==> src/rtl/mem_dma_pkg.sv <==
// Shared definitions for mem_dma: register map, CTRL bit positions and FSM state encodings.
package mem_dma_pkg;

  localparam logic [1:0] REG_SRC  = 2'd0;
  localparam logic [1:0] REG_DST  = 2'd1;
  localparam logic [1:0] REG_LEN  = 2'd2;
  localparam logic [1:0] REG_CTRL = 2'd3;

  // Write side of CTRL
  localparam int CTRL_START = 0;
  localparam int CTRL_FILL  = 1;
  localparam int CTRL_ABORT = 2;
  // Read side of CTRL
  localparam int CTRL_BUSY  = 0;
  localparam int CTRL_DONE  = 2;

  typedef enum logic [1:0] {
    ST_IDLE = 2'd0,
    ST_RD   = 2'd1,
    ST_WR   = 2'd2,
    ST_GAP  = 2'd3
  } dma_state_e;

  function automatic logic [31:0] word_align(input logic [31:0] addr);
    return {addr[31:2], 2'b00};
  endfunction

endpackage

==> src/rtl/mem_dma.sv <==
// Single-channel DMA initiator on the valid/ready memory bus: word copy SRC->DST or
// constant fill of DST, configured through a 4-register CPU port.
module mem_dma
  import mem_dma_pkg::*;
#(
  parameter int LEN_WIDTH = 16
) (
  input  logic        clk,
  input  logic        rst_n,
  input  logic        reg_we,
  input  logic [1:0]  reg_addr,
  input  logic [31:0] reg_data,
  output logic [31:0] reg_q,
  output logic        mem_valid,
  input  logic        mem_ready,
  output logic [31:0] mem_addr,
  output logic [31:0] mem_wdata,
  output logic [3:0]  mem_wstrb,
  input  logic [31:0] mem_rdata,
  output logic        done
);

  dma_state_e state, state_nxt, gap_next, gap_next_nxt;

  logic [31:0]          src_q, dst_q, buf_q;
  logic [1:0]           src_lo_q;
  logic [LEN_WIDTH-1:0] len_q;
  logic                 fill_q, abort_q, done_sticky_q;
  logic                 finish, idle, handshake, ctrl_wr, start_req, abort_req, start_go;

  assign idle      = (state == ST_IDLE);
  assign handshake = mem_valid && mem_ready;
  assign ctrl_wr   = reg_we && (reg_addr == REG_CTRL);
  assign abort_req = ctrl_wr && reg_data[CTRL_ABORT];
  assign start_req = ctrl_wr && reg_data[CTRL_START] && !reg_data[CTRL_ABORT];
  assign start_go  = idle && start_req;

  always_ff @(posedge clk or negedge rst_n) begin
    if (!rst_n) begin
      state    <= ST_IDLE;
      gap_next <= ST_IDLE;
    end else begin
      state    <= state_nxt;
      gap_next <= gap_next_nxt;
    end
  end

  always_comb begin
    state_nxt    = state;
    gap_next_nxt = gap_next;
    finish       = 1'b0;
    mem_valid    = 1'b0;
    mem_addr     = '0;
    mem_wdata    = '0;
    mem_wstrb    = 4'h0;
    case (state)
      ST_IDLE: begin
        if (start_go) begin
          if (len_q == '0) finish = 1'b1;
          else state_nxt = reg_data[CTRL_FILL] ? ST_WR : ST_RD;
        end
      end
      ST_RD: begin
        mem_valid = 1'b1;
        mem_addr  = src_q;
        if (handshake) begin
          state_nxt    = ST_GAP;
          gap_next_nxt = ST_WR;
        end
      end
      ST_WR: begin
        mem_valid = 1'b1;
        mem_addr  = dst_q;
        mem_wdata = buf_q;
        mem_wstrb = 4'hF;
        if (handshake) begin
          state_nxt = ST_GAP;
          if (len_q == LEN_WIDTH'(1)) gap_next_nxt = ST_IDLE;
          else gap_next_nxt = fill_q ? ST_WR : ST_RD;
        end
      end
      ST_GAP: begin
        // A latched abort overrides whatever beat was queued up next.
        if (abort_q || abort_req || gap_next == ST_IDLE) begin
          state_nxt = ST_IDLE;
          finish    = 1'b1;
        end else begin
          state_nxt = gap_next;
        end
      end
      default: state_nxt = ST_IDLE;
    endcase
  end

  always_ff @(posedge clk or negedge rst_n) begin
    if (!rst_n) begin
      src_q         <= '0;
      src_lo_q      <= '0;
      dst_q         <= '0;
      len_q         <= '0;
      buf_q         <= '0;
      fill_q        <= 1'b0;
      abort_q       <= 1'b0;
      done_sticky_q <= 1'b0;
      done          <= 1'b0;
    end else begin
      done <= finish;
      if (idle && reg_we) begin
        case (reg_addr)
          REG_SRC: begin
            src_q    <= word_align(reg_data);
            src_lo_q <= reg_data[1:0];
          end
          REG_DST: dst_q <= word_align(reg_data);
          REG_LEN: len_q <= reg_data[LEN_WIDTH-1:0];
          default: ;
        endcase
      end
      // The fill pattern keeps the full 32-bit value written to SRC, low bits included.
      if (start_go) begin
        fill_q        <= reg_data[CTRL_FILL];
        done_sticky_q <= 1'b0;
        buf_q         <= {src_q[31:2], src_lo_q};
      end
      if (abort_req && !idle) abort_q <= 1'b1;
      if (handshake && state == ST_RD) begin
        buf_q <= mem_rdata;
        src_q <= src_q + 32'd4;
      end
      if (handshake && state == ST_WR) begin
        dst_q <= dst_q + 32'd4;
        len_q <= len_q - LEN_WIDTH'(1);
      end
      if (finish) begin
        done_sticky_q <= 1'b1;
        abort_q       <= 1'b0;
      end
    end
  end

  always_comb begin
    reg_q = '0;
    case (reg_addr)
      REG_SRC: reg_q = src_q;
      REG_DST: reg_q = dst_q;
      REG_LEN: reg_q[LEN_WIDTH-1:0] = len_q;
      default: begin
        reg_q[CTRL_BUSY] = !idle;
        reg_q[CTRL_FILL] = fill_q;
        reg_q[CTRL_DONE] = done_sticky_q;
      end
    endcase
  end

endmodule

==> config.mk <==
export PLATFORM = sky130hd
export DESIGN_NAME = mem_dma
export DESIGN_NICKNAME = d
export VERILOG_FILES = /design/src/rtl/mem_dma_pkg.sv /design/src/rtl/mem_dma.sv
export SDC_FILE = /design/constraint.sdc
export NUM_CORES = 1
export LEC_CHECK = 0
export ABC_AREA = 1
export BUFFER_PORTS_ARGS = -buffer_cell sky130_fd_sc_hd__buf_2
export CORE_UTILIZATION = 51
export CTS_CLUSTER_SIZE = 24
export DETAILED_ROUTE_END_ITERATION = 8
export MAX_ROUTING_LAYER = met4
export PLACE_DENSITY = 0.78
export SYNTH_ARGS = -nofsm -noshare
export SYNTH_HDL_FRONTEND = slang
export SYNTH_SLANG_ARGS = --single-unit
==> constraint.sdc <==
create_clock -name clk -period 1.8 [get_ports clk]
set_clock_uncertainty 0.2 [all_clocks]
set_input_delay 0.36 -clock clk [delete_from_list [all_inputs] [get_ports clk]]
set_output_delay 0.36 -clock clk [all_outputs]
set_load 0.02 [all_outputs]
==> results of run 1 <==
[cell usage after synthesis (13+ instances only)]
cell type / number / share of area, %
inv_1: 157 / 6.9
o221ai_1: 17 / 1.8
a21oi_1: 13 / 0.77
nand2_1: 466 / 21
o21ai_0: 46 / 2.7
nand3_1: 105 / 6.2
clkbuf_1: 21 / 0.93
o311ai_1: 21 / 2.2
dfrtp_1: 118 / 35
buf_2: 19 / 1.1
nor2_1: 118 / 5.2
o211ai_1: 21 / 1.9
o22ai_1: 55 / 4.0
[cell families after synthesis]
group	share of synthesized area [%]
other	0.04411
xor gates and xnor gates	1.030
DFF	34.74
and+or+nand+nor	35.37
AOI/OAI and AO/OA	16.40
buffers and inverters	10.95
adders and majority gates	1.472
[metrics by stage]
stage	TNS, ns	area, µm²
2_1_floorplan	-4.226	9128
4_1_cts	-40.83	13410
3_5_place_dp	-7.468	11040
3_3_place_gp	-4.667	11040
[repair_timing]
action                                  CTS
endpoints found under the setup margin  172
cloned                                    4
hold endpoints to repair                 91
resized for setup                       301
buffers inserted                         72
pin swaps                                16
hold buffers                             33
[per-layer routing]
metal	overflow	track usage, %
met1	0	81.09
met2	96	98.37
met3	2	62.19
met4	67	89.41
met5	-	-
==> flow_summary.toml, run 1 <==
[die]
initial_core_util_pct = 52.94
die_w_um = 131.1
rows = 46
die_h_um = 131.1
io_pins = 172

[placed_design]
dp_hpwl_um = 24910
placed_cells_incl_taps = 1751
port_buffers = 169
place_ws_ns = -0.1574
gp_congestion = 0.9915

[synth]
ys_warn_count = 0
synthCells = 1290
synthFlopType = "dfrtp_1"
synth-seq-area-share_pct = 34.74
avgSynthCellArea_um2 = 6.590
synth-edff-count = 0
synthArstFlopShare_pct = 100.0
netlist_area_um2 = 8501
yosys.cell_types.count = 42
synth-seq-cells = 118

[global_routing]
grt_start_max_net_pins = 39
grt-ovfl-total = 165
grtUsageTotal_pct = 83.02

[outcome]
first-error = "[ERROR GRT-0232] Routing congestion too high. Check the congestion heatmap in the GUI."
status = "did not finish"
stop_stage = "5_1_grt"

[clocking]
root_buffer = "clkbuf_16"
max-clock-path-buffers = 2
cts_buffers = 17
htree_levels = 4
clock_sinks = 118

[sta]
worst-ep-kind = "output port"
postGrtWorstEndpoint = "mem_addr[27]"
==> run 2: changes to the inputs <==
CORE_UTILIZATION = 40   (was 51)
CTS_CLUSTER_SIZE = default   (was 24)
MAX_ROUTING_LAYER = default   (was met4)
PLACE_DENSITY = default   (was 0.78)
PLACE_DENSITY_LB_ADDON = 0.15   (was default)
clock period = 2.3 ns   (was 1.8 ns; I/O delays follow)
==> flow_summary.toml, run 2 <==
[setup_path]
critPathArrivalTime_ns = 1.89
path_max_fanout = 15
timing.rr.start = "state[0]"
crit_required_ns = 1.64
r2r_slack_ns = 0.09
r2r_end = "len_q[1]"
crit_type = "flip-flop to output pin"
end_kind = "output pin"
r2r_cells = 10
startpoint_type = "flip-flop"

[synth]
yosys.area.top_type = "dfrtp_1"
netlist_area_um2 = 8501
synth-seq-area-share_pct = 34.74
synth-edff-count = 0
ys_warn_count = 0
synthArstFlopShare_pct = 100.0
synthCells = 1290
synth_area_leaders = "dfrtp_1 (35%), nand2_1 (21%), inv_1 (6.9%), nand3_1 (6.2%), nor2_1 (5.2%)"
synth_top_area_share_pct = 34.74
avgSynthCellArea_um2 = 6.590
synth-seq-cells = 118
synth_common_cells = "nand2_1 (466), inv_1 (157), dfrtp_1 (118), nor2_1 (118), nand3_1 (105)"
yosys.cell_types.count = 42
yosysMostFrequentCell = "nand2_1"
synthFlopType = "dfrtp_1"

[final_layout]
final_cell_count_no_fill = 1774
drive_gt1_share_pct = 26.73
layout_commonest_cell = "nand2_1"
n_antenna_cell = 0
final_cell_mix = "nand2_1 (432), inv_1 (123), dfrtp_1 (118)"
largest_reg_flops = 32
fin_area_um2 = 11760
regMostFlops = "buf_q"
reg_top3 = "buf_q: 32 flops, dst_q: 30 flops, src_q: 30 flops"
finish.utilization_pct = 57.18
nFillCells = 1990
synthToLayoutAreaGrowth_pct = 38.30
nets = 1571

[worst_hold_path]
hold_end = "buf_q[10]"
hold_depth = 3
min_path_type = "input port to flip-flop"
worstHoldStart = "mem_rdata[10]"

[sta]
holdWs_ns = 0.04633
grt_setup_unrepaired = "true"
period_needed_ns = 2.555
maxSlewViolCount = 0
setup_ws_ns = -0.2548
max_freq_mhz = 391.4
tightest_slew_ns = 0.5622
tns_ns = -9.599
hold_viol = 0
min_period_over_period_pct = 111.1
final-setup-viol-count = 66
slew_headroom_pct = 62.52

[route]
totalWireLength_um = 36110
post_drt_wl_per_cell_um = 20.35
dr.pass1.iters = 6
vias_per_cell = 5.596
dr_total_vias = 9927
drc = 0
ant_nets = 0
drt_iter0_drc = 916

[clocking]
max-clock-path-buffers = 2
root_buffer = "clkbuf_16"
clock_sinks = 118
cts_buffers = 17
htree_levels = 4
clk_latency_ns = 0.43
cts_tree = "built"
path_clk_slew_ns = 0.06

[die]
initial_core_util_pct = 41.35
dieArea_um2 = 21840
io_pins = 172
rows = 52
die_w_um = 147.8
die_h_um = 147.8
core_area_um2 = 20560

[job]
maxCapViolCount = 0

[global_routing]
grt_pass1_vias = 8927
grt-ovfl-total = 0
grt_pass1_wl_um = 51580
grt_start_max_net_pins = 40
grtUsageTotal_pct = 31.64
antenna_found_initial = 0

[pwr]
p_per_area_nw_per_um2 = 1391
power_leakage_nw = 5.812
total_power_mw = 16.35
ir_worst_vdd_mv = 0.6102

[placed_design]
place_ws_ns = 0.1538
place_area_um2 = 9861
placed_cells_incl_taps = 1720
gp_congestion = 0.9762
port_buffers = 169
dp_hpwl_um = 25450

[outcome]
violations = "setup timing"
status = "finished, violations left"
[run 2: cell counts after synthesis]
No cell type changed its count.
[run 2: logic make-up (layout without fill, tap and decap cells)]
logic type,Yosys count,count (layout),share of synthesized area [%]
AND/OR/NAND/NOR,731,731,35.37
buffers and inverters,222,435,10.95
AO/OA/AOI/OAI,198,198,16.40
flip-flops,118,118,34.74
adder cells (fa/ha/maj),10,10,1.472
XOR/XNOR,10,10,1.030
other,1,2,0.04411
[run 2: power breakdown]
part | total, mW | internal [mW] | switching (mW)
registers | 4.25 | 3.08 | 1.18
clock network | 2.71 | 1.63 | 1.08
logic | 9.39 | 3.66 | 5.73
total | 16.4 | 8.37 | 7.98
[run 2: timing repair]
| item | CTS | global route |
|---|---|---|
| setup buffers | 2 | 8 |
| gates resized for setup | 47 | 224 |
| setup endpoints to repair | 66 | 72 |
| gates cloned | 4 | 8 |
| hold endpoints to repair | 25 | 0 |
| pin swaps | 1 | 32 |
| hold buffers | 1 | 0 |
[run 2: worst max path at each step]
stage              from            to  slack [ns]  cells past startpoint
2_1_floorplan  state[0]  mem_addr[24]       -0.08                      6
3_3_place_gp   state[0]  mem_addr[25]        0.18                      6
3_5_place_dp   state[1]  mem_addr[25]        0.15                      6
4_1_cts        state[1]   mem_addr[8]       -0.17                      6
5_1_grt        state[0]  mem_addr[22]       -0.26                      6
6_report       state[0]  mem_addr[22]       -0.25                      6
[run 2: layout make-up]
type	instances	area [µm²]	area share, %
inverters	168	638.1	5.428
clock buffers	18	439.2	3.736
flip-flops and latches	118	2953	25.12
clock inverters	14	151.4	1.288
repair buffers	235	2127	18.09
multi-input cells	951	5110	43.47
well taps	270	337.8	2.874
[run 2: metal layers]
layer  vias up  global-route usage (%)  wire (µm)
met3        98                   7.840       3430
met5         -                       0          0
met4         0                   16.29       1754
met1      4651                   42.53      15160
li1       4621                       -          -
met2       557                   47.03      15760
[run 2: worst max-delay path: stages (launching register included)]
cell     delay, ns
dfrtp_1       0.38
inv_2         0.09
ha_4          0.35
nand2_8       0.10
buf_12        0.17
o22ai_1       0.19
buf_4         0.18
Note: power is estimated with default switching activity, not from simulation.
==> run 3: changes to the inputs <==
CELL_PAD_IN_SITES_DETAIL_PLACEMENT = 1   (was default)
CELL_PAD_IN_SITES_GLOBAL_PLACEMENT = 2   (was default)
CORE_UTILIZATION = 30   (was 40)
==> flow_summary.toml, run 3 (synthesis results as in run 2) <==
[setup_path]
critPathArrivalTime_ns = 1.87
r2r_end = "dst_q[4]"
path_buf_inv = 3
end_kind = "output pin"
critPathTopFamily = "buffers and inverters"
startpoint_type = "flip-flop"
crit_type = "flip-flop to output pin"
path_max_fanout = 8
path_cells = "inv_2 -> ha_4 -> nand2_4 -> clkbuf_16 -> o22ai_1 -> buf_4"
critPathMaxStageDelay_ns = 0.40
timing.rr.start = "state[1]"
crit_required_ns = 1.64
r2r_cells = 8
r2r_slack_ns = 0.16
crit_slowest_cell = "dfrtp_1"

[placed_design]
place_area_um2 = 10010
gp_congestion = 0.8899
dp_hpwl_um = 29770
port_buffers = 169
placed_cells_incl_taps = 1827

[clocking]
cts_tree = "built"
path_clk_slew_ns = 0.07
clk_latency_ns = 0.44
cts_buffers = 17
root_buffer = "clkbuf_16"
max-clock-path-buffers = 2
htree_levels = 4
clock_sinks = 118

[global_routing]
grt_pass1_wl_um = 58710
grtUsageMet2_pct = 45.12
grtUsageTotal_pct = 27.35
grt_most_used_layer = "met2"
grt_pass1_vias = 9868
antenna_found_initial = 1
grt-ovfl-total = 0
met1_usage_pct = 36.02
gr-usage-met3_pct = 4.860
grt_start_max_net_pins = 36

[final_layout]
synthToLayoutAreaGrowth_pct = 30.44
layout_commonest_cell = "nand2_1"
drive_gt1_share_pct = 21.47
final_cell_count_no_fill = 1874
reg_top3 = "buf_q: 32 flops, dst_q: 30 flops, src_q: 30 flops"
final_cell_mix = "nand2_1 (457), inv_1 (153), nor2_1 (118), dfrtp_1 (118), buf_2 (116)"
regMostFlops = "buf_q"
largest_reg_flops = 32
fin_area_um2 = 11090
nFillCells = 3595
nets = 1562

[sta]
setup_ws_ns = -0.2256
holdWs_ns = 0.03540
grt_setup_unrepaired = "true"
min_period_over_period_pct = 109.8
final-setup-viol-count = 49
period_needed_ns = 2.526
max_freq_mhz = 395.9
hold_viol = 0
maxSlewViolCount = 0

[outcome]
status = "finished, violations left"
violations = "setup timing"

[die]
die_w_um = 170.3
dieArea_um2 = 29010
die_h_um = 170.3
initial_core_util_pct = 30.51
core_area_um2 = 27860
io_pins = 172
rows = 61

[route]
post_drt_wl_per_cell_um = 21.05
vias_per_cell = 5.219
drc = 0
totalWireLength_um = 39450
dr.pass1.iters = 7
drt_iter0_drc = 614
ant_nets = 0
dr_total_vias = 9781

[pwr]
ir_worst_vdd_mv = 0.5826
power_leakage_nw = 5.491
p_per_area_nw_per_um2 = 1380

[worst_hold_path]
hold_depth = 3
min_path_type = "input port to flip-flop"
worstHoldStart = "mem_rdata[9]"
hold_end = "buf_q[9]"

[job]
maxCapViolCount = 0
run 3: changes by cell type in the layout (fill, tap and decap cells not counted), sizes merged:
cell | before | now
clkinv | 6 | 7
diode | 0 | 1
clkinvlp | 5 | 1
clkbuf | 25 | 19
inv | 169 | 172
bufinv | 2 | 3
buf | 227 | 223
run 3: worst max path at each step:
stage	from	slack, ns	to	depth (start not counted)
floorplan	state[0]	-0.08	mem_addr[24]	6
global placement	reg_addr[1]	0.15	reg_q[2]	8
detailed placement	state[0]	0.09	mem_addr[12]	6
CTS	state[0]	-0.20	mem_addr[3]	6
global route	state[1]	-0.26	mem_addr[7]	6
finish	state[1]	-0.23	mem_addr[7]	6
run 3: layer usage:
metal  up-vias  routed length, µm
met5         -                  0
met4         0               1028
met3        56               2157
met2       289              18250
met1      4825              18010
li1       4611                  -
run 3: repair_timing:
action,4_1_cts,5_1_grt
resized for setup,25,67
endpoints found under the hold margin,21,0
setup endpoints to repair,67,64
setup buffers,5,3
cloned,2,4
pin swaps,1,2
hold buffers,1,0
run 3: through the flow:
step                      setup WS [ns]  setup TNS (ns)  util [%]  power, mW
after CTS                       -0.2016          -7.869     38.81      14.81
after floorplan                -0.07592          -2.143         -      8.531
after detailed placement        0.08761               0     35.94      11.48
final                           -0.2256          -7.628     39.80      15.30
after global routing            -0.2622          -10.22     39.79      16.30
after global placement           0.1528               0     35.94      11.38
run 3: tightest hold or removal path, cell delays in order:
cell and delay [ns]:
buf_2 0.08, nand2_1 0.04, o311ai_1 0.06
run 3: layout make-up:
cell class              count  area (µm²)  share of cell area (%)
multi-input cells         951        4725                   42.61
clock inverters            15       192.7                   1.738
repair buffers            226        1684                   15.19
flip-flops and latches    118        2953                   26.63
diodes                      1       2.502                 0.02257
clock buffers              17       425.4                   3.837
well taps                 378       473.0                   4.265
inverters                 168       633.1                   5.710
run 3: where the power goes:
| part | internal, mW | total (mW) | leakage, nW | switching [mW] |
|---|---|---|---|---|
| registers | 3.07 | 4.15 | 1.45 | 1.07 |
| logic | 2.94 | 8.25 | 3.74 | 5.31 |
| clock network | 1.73 | 2.91 | 0.301 | 1.18 |
| total | 7.75 | 15.3 | 5.49 | 7.55 |
==> run 4: changes to the inputs <==
CORE_UTILIZATION = 32   (was 30)
GPL_ROUTABILITY_DRIVEN = 0   (was default)
clock period = 3.2 ns   (was 2.3 ns; I/O delays follow)
==> flow_summary.toml, run 4 (synthesis results as in run 2) <==
[outcome]
status = "finished, final reports clean"

[global_routing]
antenna_found_initial = 0
grtUsageTotal_pct = 27.80
grt_pass1_wl_um = 55950
grt-ovfl-total = 0
grt_pass1_vias = 9334
grt_start_max_net_pins = 50

[die]
core_area_um2 = 26060
die_w_um = 165.0
initial_core_util_pct = 32.62
die_h_um = 165.0
io_pins = 172
dieArea_um2 = 27220
rows = 59

[sta]
slew_headroom_pct = 19.59
maxSlewViolCount = 0
setup_ws_ns = 0.1181
period_needed_ns = 3.082
max_freq_mhz = 324.5
tightest_slew_ns = 1.205
hold_viol = 0
tns_ns = 0
grt_setup_unrepaired = "false"
final-setup-viol-count = 0
min_period_over_period_pct = 96.31
holdWs_ns = 0.2131

[final_layout]
reg_top3 = "buf_q: 32 flops, dst_q: 30 flops, src_q: 30 flops"
finish.utilization_pct = 39.30
final_cell_count_no_fill = 1794
largest_reg_flops = 32
drive_gt1_share_pct = 18.03
regMostFlops = "buf_q"
synthToLayoutAreaGrowth_pct = 20.46
seq_area_um2 = 2953
nets = 1526
final_cell_mix = "nand2_1 (466), buf_2 (168), inv_1 (156)"
n_antenna_cell = 0
fin_area_um2 = 10240
multi_input_area_um2 = 4621
layout_commonest_cell = "nand2_1"
nFillCells = 3378

[clocking]
clock_sinks = 118
root_buffer = "clkbuf_16"
path_clk_slew_ns = 0.07
cts.repair.resized = 0
cts_buffers = 17
max-clock-path-buffers = 2
htree_levels = 4
cts_tree = "built"
clk_latency_ns = 0.44
postCtsSetupRepairBufs = 0

[placed_design]
dp_hpwl_um = 28630
port_buffers = 169
place_area_um2 = 9637
placed_cells_incl_taps = 1761
place_ws_ns = 0.3185

[setup_path]
startpoint_type = "flip-flop"
crit_type = "flip-flop to output pin"
path_cells = "inv_1 -> ha_1 -> nand2_1 -> buf_4 -> o22ai_1 -> buf_2"
path_max_fanout = 30
critPathArrivalTime_ns = 2.24
critPathMaxStageDelay_ns = 0.40
crit_required_ns = 2.36
end_kind = "output pin"
crit_slowest_cell = "dfrtp_1"

[route]
dr_total_vias = 9587
vias_per_cell = 5.344
drt_iter0_drc = 601
totalWireLength_um = 36970
dr.pass1.iters = 6
ant_nets = 0
post_drt_wl_per_cell_um = 20.60
drc = 0

[job]
maxCapViolCount = 0

[pwr]
ir_worst_vdd_mv = 0.4522
power_leakage_nw = 5.181
total_power_mw = 9.998
p_per_area_nw_per_um2 = 976.4

[worst_hold_path]
min_path_type = "input port to flip-flop"
[run 4: cell count changes in the layout (fill, tap and decap cells not counted), moves of 3 or more]
| cell | change |
|---|---|
| o22ai_2 | -7 |
| buf_6 | -8 |
| ha_1 | +3 |
| o22ai_1 | +7 |
| nand2_2 | -7 |
| nand2_1 | +9 |
| buf_12 | -13 |
| inv_1 | +3 |
| buf_2 | +52 |
| inv_2 | -3 |
| buf_4 | -62 |
[run 4: repair_timing]
action | CTS | global route
endpoints found under the hold margin | 24 | 0
endpoints found under the setup margin | 0 | 0
hold buffers | 1 | 0
[run 4: final timing paths]
check                      slack [ns]    startpoint  cells past startpoint      endpoint
min                              0.21  mem_rdata[8]                      3      buf_q[8]
min in group asynchronous        0.49         rst_n                      2     dst_q[29]
max reg2reg                      0.30      state[0]                      9     dst_q[19]
min reg2reg                      0.30   src_lo_q[0]                      2   src_lo_q[0]
max                              0.12      state[0]                      6  mem_addr[12]
max in group asynchronous        1.60         rst_n                      3     buf_q[31]
[run 4: worst max-delay path, delay by kind of cell (launching register included)]
family                   cells  cell delay (ns)
buffers and inverters        3             0.59
adder cells (fa/ha/maj)      1             0.37
AND/OR/NAND/NOR              1             0.08
flip-flops                   1             0.40
AO/OA/AOI/OAI                1             0.34
[run 4: final cells by class]
cell class	instances	area share, %
Tap cell	335	4.093
Multi-Input combinational cell	951	45.12
Inverter	168	6.183
Clock buffer	17	4.154
Sequential cell	118	28.84
Clock inverter	15	1.637
Timing Repair Buffer	190	9.971
[run 4: metal layers]
layer / wire length [µm] / global-route usage (%) / vias to the layer above / part of all wire, %
li1: - / - / 4533 / -
met1: 17170 / 38.18 / 4716 / 46
met2: 17140 / 45.04 / 297 / 46
met3: 1863 / 3.616 / 41 / 5.0
met4: 789 / 8.590 / 0 / 2.1
met5: 0 / 0 / - / 0
[run 4: power breakdown]
part / total (mW) / switching [mW] / internal, mW
Combinational: 5.00 / 3.48 / 1.52
Clock: 2.02 / 0.853 / 1.17
Sequential: 2.98 / 0.769 / 2.21
